## src/rtl/stopwatch_pkg.sv

```systemverilog
// Shared definitions for the stopwatch controller.
// Holds the FSM state encoding and the legal digit ranges.
package stopwatch_pkg;

    typedef enum logic [2:0] {
        S_IDLE  = 3'd0,
        S_RUN   = 3'd1,
        S_PAUSE = 3'd2,
        S_SET   = 3'd3,
        S_DONE  = 3'd4
    } state_t;

    localparam int unsigned ONES_MAX = 9;
    localparam int unsigned TENS_MAX = 5;

endpackage

```

## src/rtl/stopwatch_digit.sv

```systemverilog
// One BCD digit of the stopwatch, range 0..MAX.
// Ports:
//   clk, reset  - system clock, asynchronous active-high reset
//   en          - count one step this cycle (direction from up)
//   up          - 1 = increment with rollover, 0 = decrement with borrow
//   load_zero   - force value to 0 (dominates everything else)
//   inc         - manual increment modulo MAX+1, never produces carry
//   value       - current digit value
//   carry       - combinational carry/borrow: en is set and the digit is
//                 at its rollover point for the current direction
module stopwatch_digit #(
    parameter int unsigned MAX = 9
) (
    input  logic       clk,
    input  logic       reset,
    input  logic       en,
    input  logic       up,
    input  logic       load_zero,
    input  logic       inc,
    output logic [3:0] value,
    output logic       carry
);

    localparam logic [3:0] MAXV = 4'(MAX);

    logic at_max;
    logic at_zero;

    assign at_max  = (value == MAXV);
    assign at_zero = (value == 4'd0);
    assign carry   = en & (up ? at_max : at_zero);

    always_ff @(posedge clk or posedge reset) begin
        if (reset) begin
            value <= '0;
        end else if (load_zero) begin
            value <= '0;
        end else if (en) begin
            if (up) begin
                value <= at_max ? 4'd0 : value + 4'd1;
            end else begin
                value <= at_zero ? MAXV : value - 4'd1;
            end
        end else if (inc) begin
            value <= at_max ? 4'd0 : value + 4'd1;
        end
    end

endmodule

```

## src/rtl/stopwatch_ctrl.sv

```systemverilog
// MM:SS stopwatch / countdown timer controller.
// Ports:
//   clk, reset      - system clock, asynchronous active-high reset
//   start           - pulse: start/pause toggle, leave DONE
//   set             - pulse: enter/leave SET
//   clear           - pulse: zero everything, go IDLE
//   mode            - level: 1 = count up, 0 = count down (latched on start in IDLE)
//   digit_sel, inc  - pulses: choose / increment the digit being edited in SET
//   sec_ones .. min_tens - BCD display digits
//   state           - FSM state encoding (stopwatch_pkg::state_t)
//   set_digit       - digit being edited: 0=sec_ones .. 3=min_tens
//   done            - high while in DONE
//   wrap            - one-cycle pulse after up-count rollover 59:59 -> 00:00
module stopwatch_ctrl
    import stopwatch_pkg::*;
#(
    parameter int unsigned TICK_DIV = 100
) (
    input  logic       clk,
    input  logic       reset,
    input  logic       start,
    input  logic       set,
    input  logic       clear,
    input  logic       mode,
    input  logic       digit_sel,
    input  logic       inc,
    output logic [3:0] sec_ones,
    output logic [3:0] sec_tens,
    output logic [3:0] min_ones,
    output logic [3:0] min_tens,
    output logic [2:0] state,
    output logic [1:0] set_digit,
    output logic       done,
    output logic       wrap
);

    localparam int unsigned PW = $clog2(TICK_DIV);
    localparam logic [PW-1:0] PRESC_LAST = PW'(TICK_DIV - 1);

    state_t          cur_state;
    state_t          next_state;
    logic [PW-1:0]   presc;
    logic            mode_q;
    logic            wrap_q;
    logic            tick;
    logic            to_zero;
    logic            all_zero;
    logic            inc_go;
    logic [3:0]      dig_en;
    logic [3:0]      dig_inc;
    logic [3:0]      dig_carry;

    assign tick     = (cur_state == S_RUN) && (presc == PRESC_LAST);
    assign all_zero = (sec_ones == 4'd0) && (sec_tens == 4'd0) &&
                      (min_ones == 4'd0) && (min_tens == 4'd0);
    // Down count is about to land on 00:00 on this tick.
    assign to_zero  = tick && !mode_q && (sec_ones == 4'd1) &&
                      (sec_tens == 4'd0) && (min_ones == 4'd0) && (min_tens == 4'd0);

    // Manual increment only when no higher-priority pulse is present.
    assign inc_go = (cur_state == S_SET) && inc && !clear && !start && !set && !digit_sel;

    always_comb begin
        dig_inc = '0;
        dig_inc[set_digit] = inc_go;
    end

    // Ripple enable chain: each digit steps when the one below carries.
    assign dig_en = {dig_carry[2:0], tick};

    stopwatch_digit #(.MAX(ONES_MAX)) u_sec_ones (
        .clk(clk), .reset(reset), .en(dig_en[0]), .up(mode_q), .load_zero(clear),
        .inc(dig_inc[0]), .value(sec_ones), .carry(dig_carry[0])
    );
    stopwatch_digit #(.MAX(TENS_MAX)) u_sec_tens (
        .clk(clk), .reset(reset), .en(dig_en[1]), .up(mode_q), .load_zero(clear),
        .inc(dig_inc[1]), .value(sec_tens), .carry(dig_carry[1])
    );
    stopwatch_digit #(.MAX(ONES_MAX)) u_min_ones (
        .clk(clk), .reset(reset), .en(dig_en[2]), .up(mode_q), .load_zero(clear),
        .inc(dig_inc[2]), .value(min_ones), .carry(dig_carry[2])
    );
    stopwatch_digit #(.MAX(TENS_MAX)) u_min_tens (
        .clk(clk), .reset(reset), .en(dig_en[3]), .up(mode_q), .load_zero(clear),
        .inc(dig_inc[3]), .value(min_tens), .carry(dig_carry[3])
    );

    // State register
    always_ff @(posedge clk or posedge reset) begin
        if (reset) begin
            cur_state <= S_IDLE;
        end else begin
            cur_state <= next_state;
        end
    end

    // Next-state logic
    always_comb begin
        next_state = cur_state;
        if (clear) begin
            next_state = S_IDLE;
        end else begin
            case (cur_state)
                S_IDLE: begin
                    if (start) begin
                        next_state = (!mode && all_zero) ? S_DONE : S_RUN;
                    end else if (set) begin
                        next_state = S_SET;
                    end
                end
                S_RUN: begin
                    // Reaching 00:00 wins over a coincident pause so the
                    // timer never sits paused at zero in down mode.
                    if (to_zero) begin
                        next_state = S_DONE;
                    end else if (start) begin
                        next_state = S_PAUSE;
                    end
                end
                S_PAUSE: begin
                    if (start) begin
                        next_state = S_RUN;
                    end else if (set) begin
                        next_state = S_SET;
                    end
                end
                S_SET: begin
                    if (!start && set) begin
                        next_state = S_IDLE;
                    end
                end
                S_DONE: begin
                    if (start) begin
                        next_state = S_IDLE;
                    end
                end
                default: next_state = S_IDLE;
            endcase
        end
    end

    // Outputs
    always_comb begin
        state = cur_state;
        done  = (cur_state == S_DONE);
        wrap  = wrap_q;
    end

    // Prescaler, latched mode, digit selector and wrap pulse
    always_ff @(posedge clk or posedge reset) begin
        if (reset) begin
            presc     <= '0;
            mode_q    <= 1'b1;
            set_digit <= '0;
            wrap_q    <= 1'b0;
        end else begin
            wrap_q <= tick && mode_q && dig_carry[3] && !clear;
            if (clear) begin
                presc     <= '0;
                set_digit <= '0;
            end else begin
                if (cur_state == S_IDLE && start) begin
                    presc  <= '0;
                    mode_q <= mode;
                end else if (cur_state == S_RUN) begin
                    presc <= tick ? '0 : presc + 1'b1;
                end
                if (cur_state == S_SET && !start && !set && digit_sel) begin
                    set_digit <= set_digit + 2'd1;
                end
            end
        end
    end

endmodule
```

## config.mk

```make
export PLATFORM = sky130hd
export DESIGN_NAME = stopwatch_ctrl
export DESIGN_NICKNAME = d
export VERILOG_FILES = /design/src/rtl/stopwatch_pkg.sv /design/src/rtl/stopwatch_digit.sv /design/src/rtl/stopwatch_ctrl.sv
export SDC_FILE = /design/constraint.sdc
export NUM_CORES = 1
export LEC_CHECK = 0
export BUFFER_PORTS_ARGS = -buffer_cell sky130_fd_sc_hd__buf_2
export CELL_PAD_IN_SITES_DETAIL_PLACEMENT = 1
export CELL_PAD_IN_SITES_GLOBAL_PLACEMENT = 1
export CORE_ASPECT_RATIO = 0.6
export CORE_MARGIN = 2
export CORE_UTILIZATION = 30
export CTS_CLUSTER_SIZE = 24
export DETAILED_ROUTE_END_ITERATION = 6
export GPL_ROUTABILITY_DRIVEN = 0
export PLACE_DENSITY = 0.61
export REMOVE_ABC_BUFFERS = 1
export SETUP_SLACK_MARGIN = 0.05
export SLEW_MARGIN = 25
export SYNTH_ARGS = -nofsm -noshare
export SYNTH_HDL_FRONTEND = slang
export SYNTH_HIERARCHICAL = 1
export SYNTH_SLANG_ARGS = --single-unit
```

## constraint.sdc

```tcl
create_clock -name clk -period 10.99 [get_ports clk]
set_clock_uncertainty 0.1 [all_clocks]
set_input_delay 1.6485 -clock clk [delete_from_list [all_inputs] [get_ports clk]]
set_output_delay 1.6485 -clock clk [all_outputs]
set_load 0.01 [all_outputs]
```

Word-level counts from Yosys, hierarchy flattened. Cells that the tools add are included.

Register bits after elaboration: 30. Bits of input ports: 8. Output and inout port bits: 23. Logic and storage cells: 129.

Add/sub/neg operators: 10. Order comparisons: 2. Equality and inequality tests: 13. Mux-type cells: 46. Bitwise gates (word level): 6. Reduce and logical (&&, ||, !) cells: 43.

Operators by type and width (count): two-way mux 4 bit (24); two-way mux 7 bit (4); two-way mux 3 bit (9); logical AND 1 bit (24); adder 4 x 1 -> 4 bit, second input constant (4); logical NOT 4 bit (4); subtractor 4 x 1 -> 4 bit, second input constant (4); one-hot mux 3 bit (5 select lines) (1); nonzero test 3 bit (5); == test 4 x 3 -> 1 bit, second input constant (2); == test 4 bit, second input constant (2); adder 7 x 1 -> 7 bit, second input constant (1); == test 7 bit, second input constant (1); == test 3 x 2 -> 1 bit, second input constant (2); logical NOT 1 bit (6); two-way mux 1 bit (5); AND 1 bit (4); AND 4 bit (1); == test 4 x 1 -> 1 bit, second input constant (1); two-way mux 2 bit (2); != test 4 bit, second input constant (1); == test 3 x 1 -> 1 bit, second input constant (1); == test 3 bit, second input constant (1); logical NOT 3 bit (1); 10 further kinds (10).

Logic depth before layout (Yosys ltp). Gate-level depths: netlist of the first run.

Depth after elaboration: 10. Depth in mapped cells: 12. Depth with buffers taken out: 11.

Cells and area by module. The synthesis of the first run kept the hierarchy.

Modules (own cells, without submodules): stopwatch_ctrl (times used 1, cells an instance 105, area each 953.4 sq um, seq. area each 351.6 sq um); stopwatch_digit at u_min_tens ... (times used 2, cells an instance 47, area each 439.2 sq um, seq. area each 100.1 sq um); stopwatch_digit at u_min_ones ... (times used 2, cells an instance 48, area each 420.4 sq um, seq. area each 100.1 sq um).

Worst setup path before layout of the first run. OpenSTA, ideal clock, no wires.

Path kind: reg-to-reg. From: register presc[2]. To: register u_min_tens.value[3]. Setup time: 103 ps. Arrival time: 3472 ps. Data required time: 10787 ps. Slack: 7314 ps. Stages on the path, launching flop included: 12. Buffers on the path: 1. Period minus slack after synthesis: 3676 ps. Cells stage by stage: dfrtp_1 nor4b_1 nand3_2 nor2_1 nor3b_1 nor3b_1 nor3b_1 nor2b_1 buf_4 nand4_4 o32a_1 o41ai_2.

Longest elaborated chain between the ends: 7. Elaborated cells on any way between the ends: 8. Those cells by class: 1 x eq/ne; 2 x mux; 3 x bitwise; 2 x reduce/logical.

RTL lines: start: declaration (RTL line stopwatch_ctrl.sv:42) `logic [PW-1:0] presc;`; start signal: assignment (RTL line stopwatch_ctrl.sv:166) `presc <= tick ? '0 : presc + 1'b1;`; == test 7 bit (*) (RTL line stopwatch_ctrl.sv:53) `assign tick = (cur_state == S_RUN) && (presc == PRESC_LAST);`; logical AND 1 bit (*) (RTL line stopwatch_ctrl.sv:53); net tick (RTL line stopwatch_ctrl.sv:45) `logic tick;`; AND 1 bit (*) (RTL line stopwatch_digit.sv:31) `assign carry = en & (up ? at_max : at_zero);`; net dig_carry[0] (RTL line stopwatch_ctrl.sv:51) `logic [3:0] dig_carry;`; AND 1 bit (*) (RTL line stopwatch_digit.sv:31); net dig_carry[1] (RTL line stopwatch_ctrl.sv:51); AND 1 bit (*) (RTL line stopwatch_digit.sv:31); net dig_carry[2] (RTL line stopwatch_ctrl.sv:51); two-way mux 4 bit (RTL line stopwatch_digit.sv:38) `end else if (en) begin`; two-way mux 4 bit (RTL line stopwatch_digit.sv:36) `end else if (load_zero) begin`; end signal: assignment (RTL line stopwatch_digit.sv:40) `value <= at_max ? 4'd0 : value + 4'd1;`; end signal: assignment (RTL line stopwatch_digit.sv:42) `value <= at_zero ? MAXV : value - 4'd1;`; end signal: assignment (RTL line stopwatch_digit.sv:45) `value <= at_max ? 4'd0 : value + 4'd1;`; end: declaration (RTL line stopwatch_digit.sv:20) `output logic [3:0] value,`.

Mark *: on every way through the listed nets, which the timed path passes. The rest lies on a longest branch. A chain may end at the register's enable or synchronous reset.

Worst setup path in the final report of the first run. Ends and elaborated chain as after synthesis.

==> results of run 1 <==
worst min-delay path by stage:
stage / from / end / slack (ns) / cells after the start
after floorplan: presc[4]$_DFFE_PP0P_ / presc[4]$_DFFE_PP0P_ / 0.42 / 2
after global placement: presc[4]$_DFFE_PP0P_ / presc[4]$_DFFE_PP0P_ / 0.45 / 2
after detailed placement: presc[4]$_DFFE_PP0P_ / presc[4]$_DFFE_PP0P_ / 0.46 / 2
after CTS: presc[4]$_DFFE_PP0P_ / presc[4]$_DFFE_PP0P_ / 0.48 / 2
after global routing: presc[1]$_DFFE_PP0P_ / presc[1]$_DFFE_PP0P_ / 0.53 / 2
final: presc[4]$_DFFE_PP0P_ / presc[4]$_DFFE_PP0P_ / 0.47 / 2
cell type report:
cell class,count,area (µm²),area share
Multi-Input combinational cell,230,1690,0.563
Clock buffer,7,143,0.0475
Inverter,23,121,0.0404
Timing Repair Buffer,30,150,0.0500
Clock inverter,1,5.00,0.00167
Tap cell,112,140,0.0467
Sequential cell,30,752,0.250
per-stage QoR:
stage | setup WS [ns] | hold WS (ns) | utilization | total power [W]
finish | 6.36 | 0.470 | 0.350 | 0.000304
floorplan | 7.15 | 0.420 | - | 0.000149
global route | 5.88 | 0.534 | 0.350 | 0.000322
global placement | 6.67 | 0.448 | 0.332 | 0.000165
CTS | 6.36 | 0.477 | 0.350 | 0.000308
detailed placement | 6.42 | 0.462 | 0.332 | 0.000165
per-layer routing:
| layer | track usage | share of wire | vias to the layer above |
|---|---|---|---|
| li1 | - | - | 1143 |
| met5 | 0 | 0 | - |
| met4 | 0.0560 | 0.013 | 0 |
| met3 | 0.0314 | 0.031 | 8 |
| met2 | 0.212 | 0.37 | 42 |
| met1 | 0.263 | 0.59 | 1140 |
power groups by stage:
stage               Sequential [W]  Clock, W  Combinational (W)
floorplan                 0.000126         0          0.0000222
global placement          0.000131         0          0.0000338
detailed placement        0.000131         0          0.0000334
CTS                       0.000129  0.000145          0.0000336
global route              0.000131  0.000152          0.0000379
finish                    0.000130  0.000141          0.0000336
worst max-delay path, cell delays in order, from the launching register on:
cell and delay (ns):
dfrtp_1 0.42, nor4b_1 0.41, nand3_2 0.25, nor2_1 0.34
nor3b_1 0.59, nor3b_1 0.56, nor3b_1 0.65, nor2b_1 0.58
nand4_4 0.15, o32a_1 0.20, o41ai_2 0.27
cell usage after synthesis, drive strengths merged, types with 3 or more instances:
cell | count | share of area
mux2i | 3 | 0.011
a31oi | 11 | 0.026
o21ai | 17 | 0.032
nor4 | 4 | 0.0094
xnor2 | 5 | 0.016
nand4b | 3 | 0.0098
nand2 | 20 | 0.029
nand4 | 5 | 0.023
ha | 21 | 0.098
inv | 19 | 0.029
dfrtp | 29 | 0.27
mux2 | 3 | 0.013
nor2b | 8 | 0.021
o22ai | 3 | 0.0070
nor3b | 13 | 0.044
nor2 | 20 | 0.030
o32a | 3 | 0.011
or2 | 3 | 0.0070
nand3b | 6 | 0.017
a211oi | 7 | 0.020
and2 | 5 | 0.012
a21oi | 12 | 0.022
a211o | 3 | 0.010
nand3 | 10 | 0.021
nor3 | 6 | 0.015
nand2b | 6 | 0.014
a221oi | 4 | 0.013
buf | 11 | 0.039
flip-flops by register name, summed over array words and instances, names as in the netlist:
register and count:
u_sec_ones/value 4, presc 7, state 3, u_min_tens/value 4, mode_q 1, u_sec_tens/value 4, set_digit 2, u_min_ones/value 4
wrap 1
kinds of logic after synthesis:
kind of cell	after synthesis	synth area share
mux	6	0.0239
compound gates	78	0.208
buf+inv	35	0.0857
fa+ha+maj	21	0.0983
xor+xnor	7	0.0229
simple gates	118	0.280
flops	30	0.281
==> results, run 1 <==
- Port buffering added 30 buffers.
- The power density of the placed cells is 101 nW/µm².
- TritonCTS built the clock tree.
- The number of post-CTS setup repair buffers is 0.
- Setup repair after global routing left no endpoint under its margin.
- Including well taps, the total number of placed cells is between 400 and 500.
- The boundary pin count is 31.
- The static leakage is 1.23 nW.
- The synthesized flop and latch total is 30.
- The maximum VDD drop is 0.0563 mV.
- TritonCTS created 5 clock buffers.
- For this design, the CTS-stage hold fixing added 0 buffers.
- The share of the Yosys chip area taken by registers is 0.281.
- After clock tree synthesis, the clock-pin slew on the worst setup and hold paths is 0.05 ns.
- The sequential share of power is 0.426.
- The element type at the critical path end is a flop.
- The number of nets still failing antenna checks after routing is 0.
- For flop-to-flop paths, the worst setup slack is 6.36 ns.
- The effective utilization at floorplan is 0.311.
- The number of cell rows is 26.
- The root buffer cell chosen for the clock tree is clkbuf_16.
- The run finished with clean final reports.
- In the layout the commonest cells are 30 x buf_2, 29 x dfrtp_1, 21 x ha_1.
- Leaving out fill and tap cells, the most frequent cell in the layout is buf_2.
- In the synthesized netlist the dominant register cell turns out to be dfrtp_1.
- The via count of the first global-routing pass is about 2,300.
- Dividing the final minimum period by the clock period gives 0.421.
- The number of flops mapped to enable cells by yosys is 0.
- The signal arrival time at the worst endpoint is approximately 4.7 ns.
- The first-pass GRT wire length is 12,700 µm.
- In the routed design, unresolved DRC markers number 0.
- The path class of the lowest-slack min-delay path is flop to flop.
- The fraction of registers with async set/reset is 1.00.
- The mean routed wirelength per cell is 17.3 µm.
- The clock tree buffer depth is 2.
- The proportion of total power due to net switching is 0.279.
- The detailed-route via count is 2,333.
- The final layout contains 349 nets.
- The sort of element at the start of the critical path is a flop.
- Cell internal power was estimated by the tool at 0.000219 W.
- The total net switching power is 0.0000849 W.
- Compared with the post-synthesis result, the final layout area differs by 12.4%.
- The share of cells above drive strength 1 is 0.218.
- The number of standard cells in the layout, taps in and fillers out is 433.
- In this run the vertical extent of the chip is 77.1 µm.
- The average instance in the mapped netlist occupies between 9 and 10 µm².
- The total setup violations reported at the end of the flow is 0.
- In this run the worst path has a maximum fanout of 9.
- For this run, the top clock speed supported by timing is ~220 MHz.
- The cell count after synthesis came out at 295.
- The hold violation count in the final report is 0.
- The mean number of vias per cell is 5.39.
- For this design, the sink count on the clock tree is 30.
- The capture point of the worst path is u_min_tens/value[3]$_DFFE_PP0P_.
- The start point of the critical path is presc[2]$_DFFE_PP0P_.
- After the first detailed-routing iteration, the DRC count stood at 103.
- The horizontal extent of the die is 126 µm.
- Of the total power, combinational logic draws 0.110.
- The total of max-cap violations is 0.
- The final wirelength is around 7500 µm.
- Post-CTS repair changed the size of 0 cells.
- For the pin with the worst max-slew slack, the measured transition is around 0.7 ns.
- The summed instance area of the synthesized netlist is 2670 µm².
- The region available for standard cell placement spans 8590 µm².
- The number of library cell types mapped by synthesis is 66.
- The worst path required time is 11.07 ns.
- The total die area is 9700 µm².
- The final max-slew violation count is 0.
- The share of total power dissipated in the clock network is 0.463.
- For the worst-skew pair, the clock arrives at the later sink with an insertion delay of 0.28 ns.
- Global routing finished with a remaining overflow of 0.
- In this run the cell area measured after placement is between 2000 and 3000 µm².
- The worst register-to-register path begins at presc[2]$_DFFE_PP0P_.
- The number of antenna diodes in the final layout is 0.
- For the worst flop-to-flop path, the logic depth is 10.
- The class of the most critical setup path is flop to flop.
- The global-route total usage across every layer is 0.164.
- Entering global routing, the biggest net connects 31 pins.
- The H-tree generated during clock tree synthesis spans 2 levels.
- Summed over all failing endpoints, the final setup total negative slack is 0 ns.
- The detailed placer's ending HPWL is approximately 5600 µm.
- The final standard cell area without fillers is 3000 µm².
- The number of detailed-route iterations in the first pass is 4.
- The time the worst path needs with I/O delays and setup is 4.63 ns.
- Yosys printed 6 warnings.
- The final-layout fill cell count is 1,042.
- The endpoint identified for the worst register-to-register timing path is u_min_tens/value[3]$_DFFE_PP0P_.
- Measured against its own limit, the worst slew margin works out to 0.539.
- The initial antenna violation count came to 0.
Note: power is estimated with default switching activity, not from simulation.
==> inputs of run 2 (changes only) <==
Settings changed: PLACE_DENSITY 0.61 to 0.63.
Clock period 10.99 ns to 4.2 ns, I/O delays scaled along.
==> run 2 against run 1 <==
Count of clock-buffer cells in the layout shrank 2. Global-route usage shrank 0.38 points. Register-to-register slack lost 6.0 ns. Sequential power grew 150%. Flip-flop and latch count is the same. Final cell count grew 1.2%. Core utilization grew 0.64 points. Combinational power grew to 3.3 times the previous value. Fmax grew 22%. Total power grew to 2.8 times the previous value. First-iteration DRC count grew 30%. Largest power group unchanged.
==> results, run 2 (synthesis gave the netlist of run 1 again) <==
- For the final routed database, the setup TNS stands at 0 ns.
- Across the VDD grid, the largest voltage drop is between 0.15 and 0.2 mV.
- The number of buffers added on ports is 30.
- The total of max-cap violations is 0.
- Post-CTS repair changed the size of 0 cells.
- Dividing the final minimum period by the clock period gives 0.903.
- At the end of the flow the core is filled with cells to 0.356.
- The flow ran to the end, and the final reports show no timing, DRC or antenna violations.
- The register ranked first by flip-flop count is presc.
- The largest net degree at the start of global routing is 31.
- The mean number of vias per cell is approximately 5.4.
- Leaving out fill and tap cells, the most frequent cell in the layout is buf_2.
- The later pin in the worst-skew pair is clocked with a latency of 0.27 ns.
- After floorplanning, the core was divided into 26 placement rows.
- Pin placement for this block handled 31 I/O pins.
- The register with the most flip-flops in the layout has 7 of them.
- The number of levels the H-tree was split into is 2.
- At the worst endpoint, the arrival time is 3.86 ns.
- In this run the static leakage power is 1.27 nW.
- The detailed-route via count is 2,371.
- The repair_antennas step left the layout with diodes totalling 0.
- The final-layout fill cell count is between 1,000 and 1,500.
- The total die area is 9700 µm².
- The number of hold buffers added after CTS was 0.
- Summing all multi-input logic gate instances after layout gives 1690 µm².
- The number of placed instances, taps included, is 430.
- The number of post-CTS setup repair buffers is 0.
- The highest attainable clock frequency is 264 MHz.
- STA classifies the critical path startpoint as a flop.
- The area overhead of the layout relative to synthesis is 14.4%.
- Across the whole layout, storage elements account for 752 µm².
- The total CTS buffers is 5.
- The clock net sink count is 30.
- The final max-slew violation count was 0.
- The element type at the critical path end is a flop.
- The smallest clock period supported by the final layout is computed as 3.79 ns.
- The clock tree from TritonCTS is done.
- Before CTS, the worst setup slack after placement is 0.417 ns.
- The routed design has 7490 µm of wire.
- The initial utilization of the core area, before any placement, comes to 0.311.
- Setup violations remaining at the end of the flow were counted as 0.
- The path class of the lowest-slack min-delay path is input port to asynchronous set/reset pin.
- The overflow left after global routing is 0.
- Setup repair after global routing left no endpoint under its margin.
- The first detailed-routing pass took 4 iterations.
- After floorplanning, the core was sized to cover 8590 µm².
- After legalization and detailed placement, the total HPWL measured 5760 µm.
- The first global-routing pass estimated 12,700 µm of wire.
- The critical path in this run is classified as flop to flop.
- In the layout the commonest cells are 30 x buf_2, 29 x dfrtp_1, 21 x ha_1.
- The total power is 0.000841 W.
- The post-layout net count is about 350.
- The initial antenna violation count is 0.
- The worst path required time is 4.27 ns.
- In the final layout, the share of cells above drive strength 1 is 0.233.
- Measured along the y axis, the die boundary spans 77.1 µm.
- The power density of the placed cells is 275 nW/µm².
- The number of standard cells in the layout, taps in and fillers out is 438.
- The CTS clock-pin slew for the worst setup and hold paths is roughly 0.05 ns.
- The global-route total usage across every layer is 0.160.
- Along the worst path, the maximum fanout reaches 9.
- The count of unresolved DRC violations after routing is 0.
- In this run the deepest clock path goes through 2 buffers.
- Once routing completed, OpenROAD measured the worst setup slack at 0.407 ns.
- Dividing the detail-routed wire length by the instance count gives 17.1 µm.
- The count of nets left with antenna violations once routing finished came out at 0.
- The detailed router finished its first iteration with 134 violations.
- The hold violation count in the final report came to 0.
- Headroom to the max-slew limit came out at 0.544.
- The horizontal extent of the die is 126 µm.
- The via count of the first global-routing pass was 2,367.
- The root buffer cell chosen for the clock tree is clkbuf_16.
- The worst-margin pin slew is 0.682 ns.
run 2: metrics by stage:
step / hold WS (ns) / instance area, µm²
floorplan: 0.296 / 2560
global placement: 0.453 / 2890
detailed placement: 0.471 / 2890
CTS: 0.191 / 3060
global route: 0.205 / 3060
finish: 0.191 / 3060
run 2: cell type report:
type / instances / area share
flip-flops and latches: 30 / 0.246
well taps: 112 / 0.0458
clock inverters: 3 / 0.0131
clock buffers: 5 / 0.0409
repair buffers: 35 / 0.0614
multi-input cells: 230 / 0.553
inverters: 23 / 0.0397
run 2: worst paths after layout:
| path | from | to | slack (ns) | cells past startpoint |
|---|---|---|---|---|
| max reg2reg | presc[2]$_DFFE_PP0P_ | u_min_tens/value[3]$_DFFE_PP0P_ | 0.41 | 12 |
| min reg2reg | presc[4]$_DFFE_PP0P_ | presc[4]$_DFFE_PP0P_ | 0.48 | 2 |
| max in group asynchronous | reset | presc[6]$_DFFE_PP0P_ | 3.25 | 2 |
| max | presc[2]$_DFFE_PP0P_ | u_min_tens/value[3]$_DFFE_PP0P_ | 0.41 | 12 |
| min in group clk | presc[4]$_DFFE_PP0P_ | presc[4]$_DFFE_PP0P_ | 0.48 | 2 |
| min | reset | u_sec_tens/value[3]$_DFFE_PP0P_ | 0.19 | 2 |
run 2: critical path: stages (launching register included):
cell and delay, ns:
dfrtp_1 0.43, nor4b_1 0.40, nand3_2 0.25, nor2_1 0.32, nor3b_1 0.24, buf_4 0.17
nor3b_1 0.23, nor3b_1 0.22, buf_4 0.18, nor2b_1 0.50, nand4_4 0.15, o32a_1 0.20
o41ai_2 0.28
run 2: layer usage:
layer | track usage | part of all wire | wire length, µm
met1 | 0.261 | 0.57 | 4260
met3 | 0.0244 | 0.034 | 257
met4 | 0.0341 | 0.0045 | 34
met2 | 0.217 | 0.39 | 2940
met5 | 0 | 0 | 0
run 2: where the power goes:
group          switching, W  total [W]  internal [W]
combinational     0.0000682   0.000111     0.0000432
sequential        0.0000226   0.000323      0.000300
clock              0.000130   0.000407      0.000277
total              0.000221   0.000841      0.000621
==> inputs of run 3 (changes only) <==
Settings changed: PLACE_DENSITY 0.63 to not set, PLACE_DENSITY_LB_ADDON set to 0.1, SLEW_MARGIN 25 to 20.
==> run 3 against run 2 <==
Core utilization shrank 0.22 points. Sequential share of layout area grew 0.15 points. Sequential power grew 4%. First-iteration DRC count grew 4.5%. Register-to-register slack gained 0.07 ns. Routed wire length grew 4.9%. Total power shrank 3.7%. Worst hold slack gained 0.023 ns. Worst setup slack gained 0.065 ns. Final cell count shrank 0.23%. Critical path type unchanged. Critical endpoint unchanged.
==> results, run 3 (synthesis gave the netlist of run 1 again) <==
- Of the total power, registers draw 0.414.
- In the final layout, the share of cells above drive strength 1 is 0.234.
- The net count of the finished layout is 353.
- The worst setup path is launched from a flop.
- The via count of the first global-routing pass is 2,401.
- After detailed routing, the number of vias per cell comes to 5.36.
- The launch point of the worst reg-to-reg path is presc[2]$_DFFE_PP0P_.
- Hold repair after CTS inserted 0 buffers.
- The number of cell rows is 26.
- The floorplan step set the die width to roughly 130 µm.
- The total core area is approximately 8600 µm².
- For this design the static power due to leakage is 1.25 nW.
- The number of nets still failing antenna checks after routing is 0.
- The worst-margin pin slew is between 0.6 and 0.7 ns.
- Data arrives at the worst endpoint at ~3.8 ns.
- For this configuration, the core starts out at a cell density of 0.311.
- Setup total negative slack on the finished layout was measured at 0 ns.
- The clock tree synthesis step divided the H-tree into 2 levels.
- The register ranked first by flip-flop count is presc.
- Leaving out fill and tap cells, the most frequent cell in the layout is buf_2.
- After detailed routing, the average wire length per cell comes to 18.0 µm.
- The flow ran to the end, and the final reports show no timing, DRC or antenna violations.
- The hold violation count in the final report is 0.
- The critical path in this run is classified as flop to flop.
- The total net switching power is between 0.0002 and 0.00025 W.
- The insertion delay of the later-clocked pin in the worst-skew pair is 0.28 ns.
- Once layout is done, the placed cells without fillers occupy 3040 µm².
- The worst path required time is 4.28 ns.
- The register with the most flip-flops in the layout has 7 of them.
- Summing internal, switching and leakage power gives 0.000810 W.
- The final-layout fill cell count is 1,027.
- The count of unresolved DRC violations after routing is 0.
- The CTS clock-pin slew for the worst setup and hold paths is roughly 0.06 ns.
- The maximum VDD drop is 0.154 mV.
- In the global route stage, overall resource usage came out at 0.173.
- The internal power summed over all cells is 0.000574 W.
- The highest attainable clock frequency is 268 MHz.
- Relative to the synthesized area, the layout overhead comes to 13.7%.
- The initial DRC count is 140.
- Of all nets on the critical path, the largest fanout is 9.
- The final max-slew violation count is 0.
- In this run the count of I/O pins placed on the die edge is 31.
- Setup repair after global routing left no endpoint under its margin.
- The worst hold margin is between 0.2 and 0.25 ns.
- After detailed placement, the total cell area comes to between 2000 and 3000 µm².
- The final route contains 2,341 vias.
- From bottom edge to top edge, the die measures 77.1 µm.
- Port buffering added 30 buffers.
- Of the total power, the share spent switching nets is 0.291.
- The initial antenna violation count came to 0.
- In the layout the commonest cells are 30 x buf_2, 29 x dfrtp_1, 21 x ha_1.
- The post-placement worst setup slack is around 0.35 ns.
- The time the worst path needs with I/O delays and setup is 3.73 ns.
- The final wirelength is between 7000 and 8000 µm.
- The tree is rooted in a clkbuf_16.
- The total CTS buffers is 5.
- The final period utilization is 0.888.
- STA classifies the critical path endpoint as a flop.
- The total of max-cap violations is 0.
- The total die area is between 9000 and 10,000 µm².
- Setup violations remaining at the end of the flow were counted as 0.
- TritonCTS built the clock tree.
- The clock tree buffer depth is 2.
- The largest net degree at the start of global routing is 31.
- The path class of the lowest-slack min-delay path is input port to asynchronous set/reset pin.
- The relative contribution of combinational cells to total power is 0.113.
- The repair_antennas step left the layout with diodes totalling 0.
- The start point of the critical path is presc[2]$_DFFE_PP0P_.
- For this design the ratio of total power to cell area is 267 nW/µm².
- The post-route worst setup slack is 0.472 ns.
- The clock net sink count is 30.
- Global routing finished with a remaining overflow of 0.
- After clock tree synthesis, the setup repair step added 0 buffers.
- The detailed placer's ending HPWL is 5810 µm.
- The max-slew headroom at the worst pin is 0.578.
- The first-pass GRT wire length is 13,400 µm.
- The share of total power dissipated in the clock network is 0.473.
- The number of detailed-route iterations in the first pass is 4.
-- run 3: changes by cell type in the layout (fill, tap and decap cells not counted), sizes merged --
| cell | before | now |
|---|---|---|
| clkinv | 4 | 3 |
| buf | 35 | 34 |
| clkinvlp | 0 | 1 |
| bufinv | 3 | 2 |
| clkbuf | 5 | 6 |
-- run 3: final cells by class --
cell class	count	area, µm²	share of cell area
timing repair buffer	34	180	0.0593
clock inverter	2	12.5	0.00412
tap	112	140	0.0461
sequential	30	752	0.247
multi-input combinational	230	1690	0.557
clock buffer	6	139	0.0457
inverter	23	121	0.0399
-- run 3: final timing paths --
| kind | depth (start not counted) | slack, ns | endpoint |
|---|---|---|---|
| setup reg to reg | 12 | 0.47 | u_min_tens/value[3]$_DFFE_PP0P_ |
| setup / recovery | 12 | 0.47 | u_min_tens/value[3]$_DFFE_PP0P_ |
| max in group asynchronous | 2 | 3.26 | mode_q$_DFFE_PP1P_ |
| hold / removal | 2 | 0.21 | u_min_ones/value[3]$_DFFE_PP0P_ |
| hold reg to reg | 2 | 0.50 | presc[4]$_DFFE_PP0P_ |
| min in group clk | 2 | 0.50 | presc[4]$_DFFE_PP0P_ |
-- run 3: metal layers --
| layer | track usage | vias up | routed length [µm] |
|---|---|---|---|
| met1 | 0.283 | 1140 | 4530 |
| met5 | 0 | - | 0 |
| met3 | 0.0384 | 7 | 341 |
| met2 | 0.224 | 48 | 2920 |
| li1 | - | 1146 | - |
| met4 | 0.0363 | 0 | 65 |
-- run 3: power by group through the flow --
stage	Sequential [W]	Clock [W]	Combinational [W]
after floorplan	0.000331	0	0.0000580
after global placement	0.000340	0	0.0000936
after detailed placement	0.000341	0	0.0000923
after CTS	0.000336	0.000394	0.0000932
after global routing	0.000340	0.000405	0.000105
final	0.000335	0.000383	0.0000919
-- run 3: repair_timing --
item	4_1_cts	5_1_grt
gates resized for setup	0	1
hold endpoints to repair	0	0
endpoints found under the setup margin	0	2
-- run 3: per-stage QoR --
| step | utilization | instances |
|---|---|---|
| after floorplan | - | 283 |
| after detailed placement | 0.336 | 429 |
| after global routing | 0.354 | 437 |
| after CTS | 0.354 | 437 |
| after global placement | 0.336 | 429 |
| final | 0.354 | 437 |
-- run 3: critical path: stages, from the launching register on --
cell and delay [ns]:
dfrtp_1 0.42, nor4b_1 0.45, nand3_2 0.24, nor2_1 0.32
nor3b_1 0.22, buf_4 0.17, nor3b_1 0.20, buf_4 0.17
nor3b_1 0.29, nor2b_2 0.41, nand4_4 0.14, o32a_1 0.20
o41ai_2 0.29
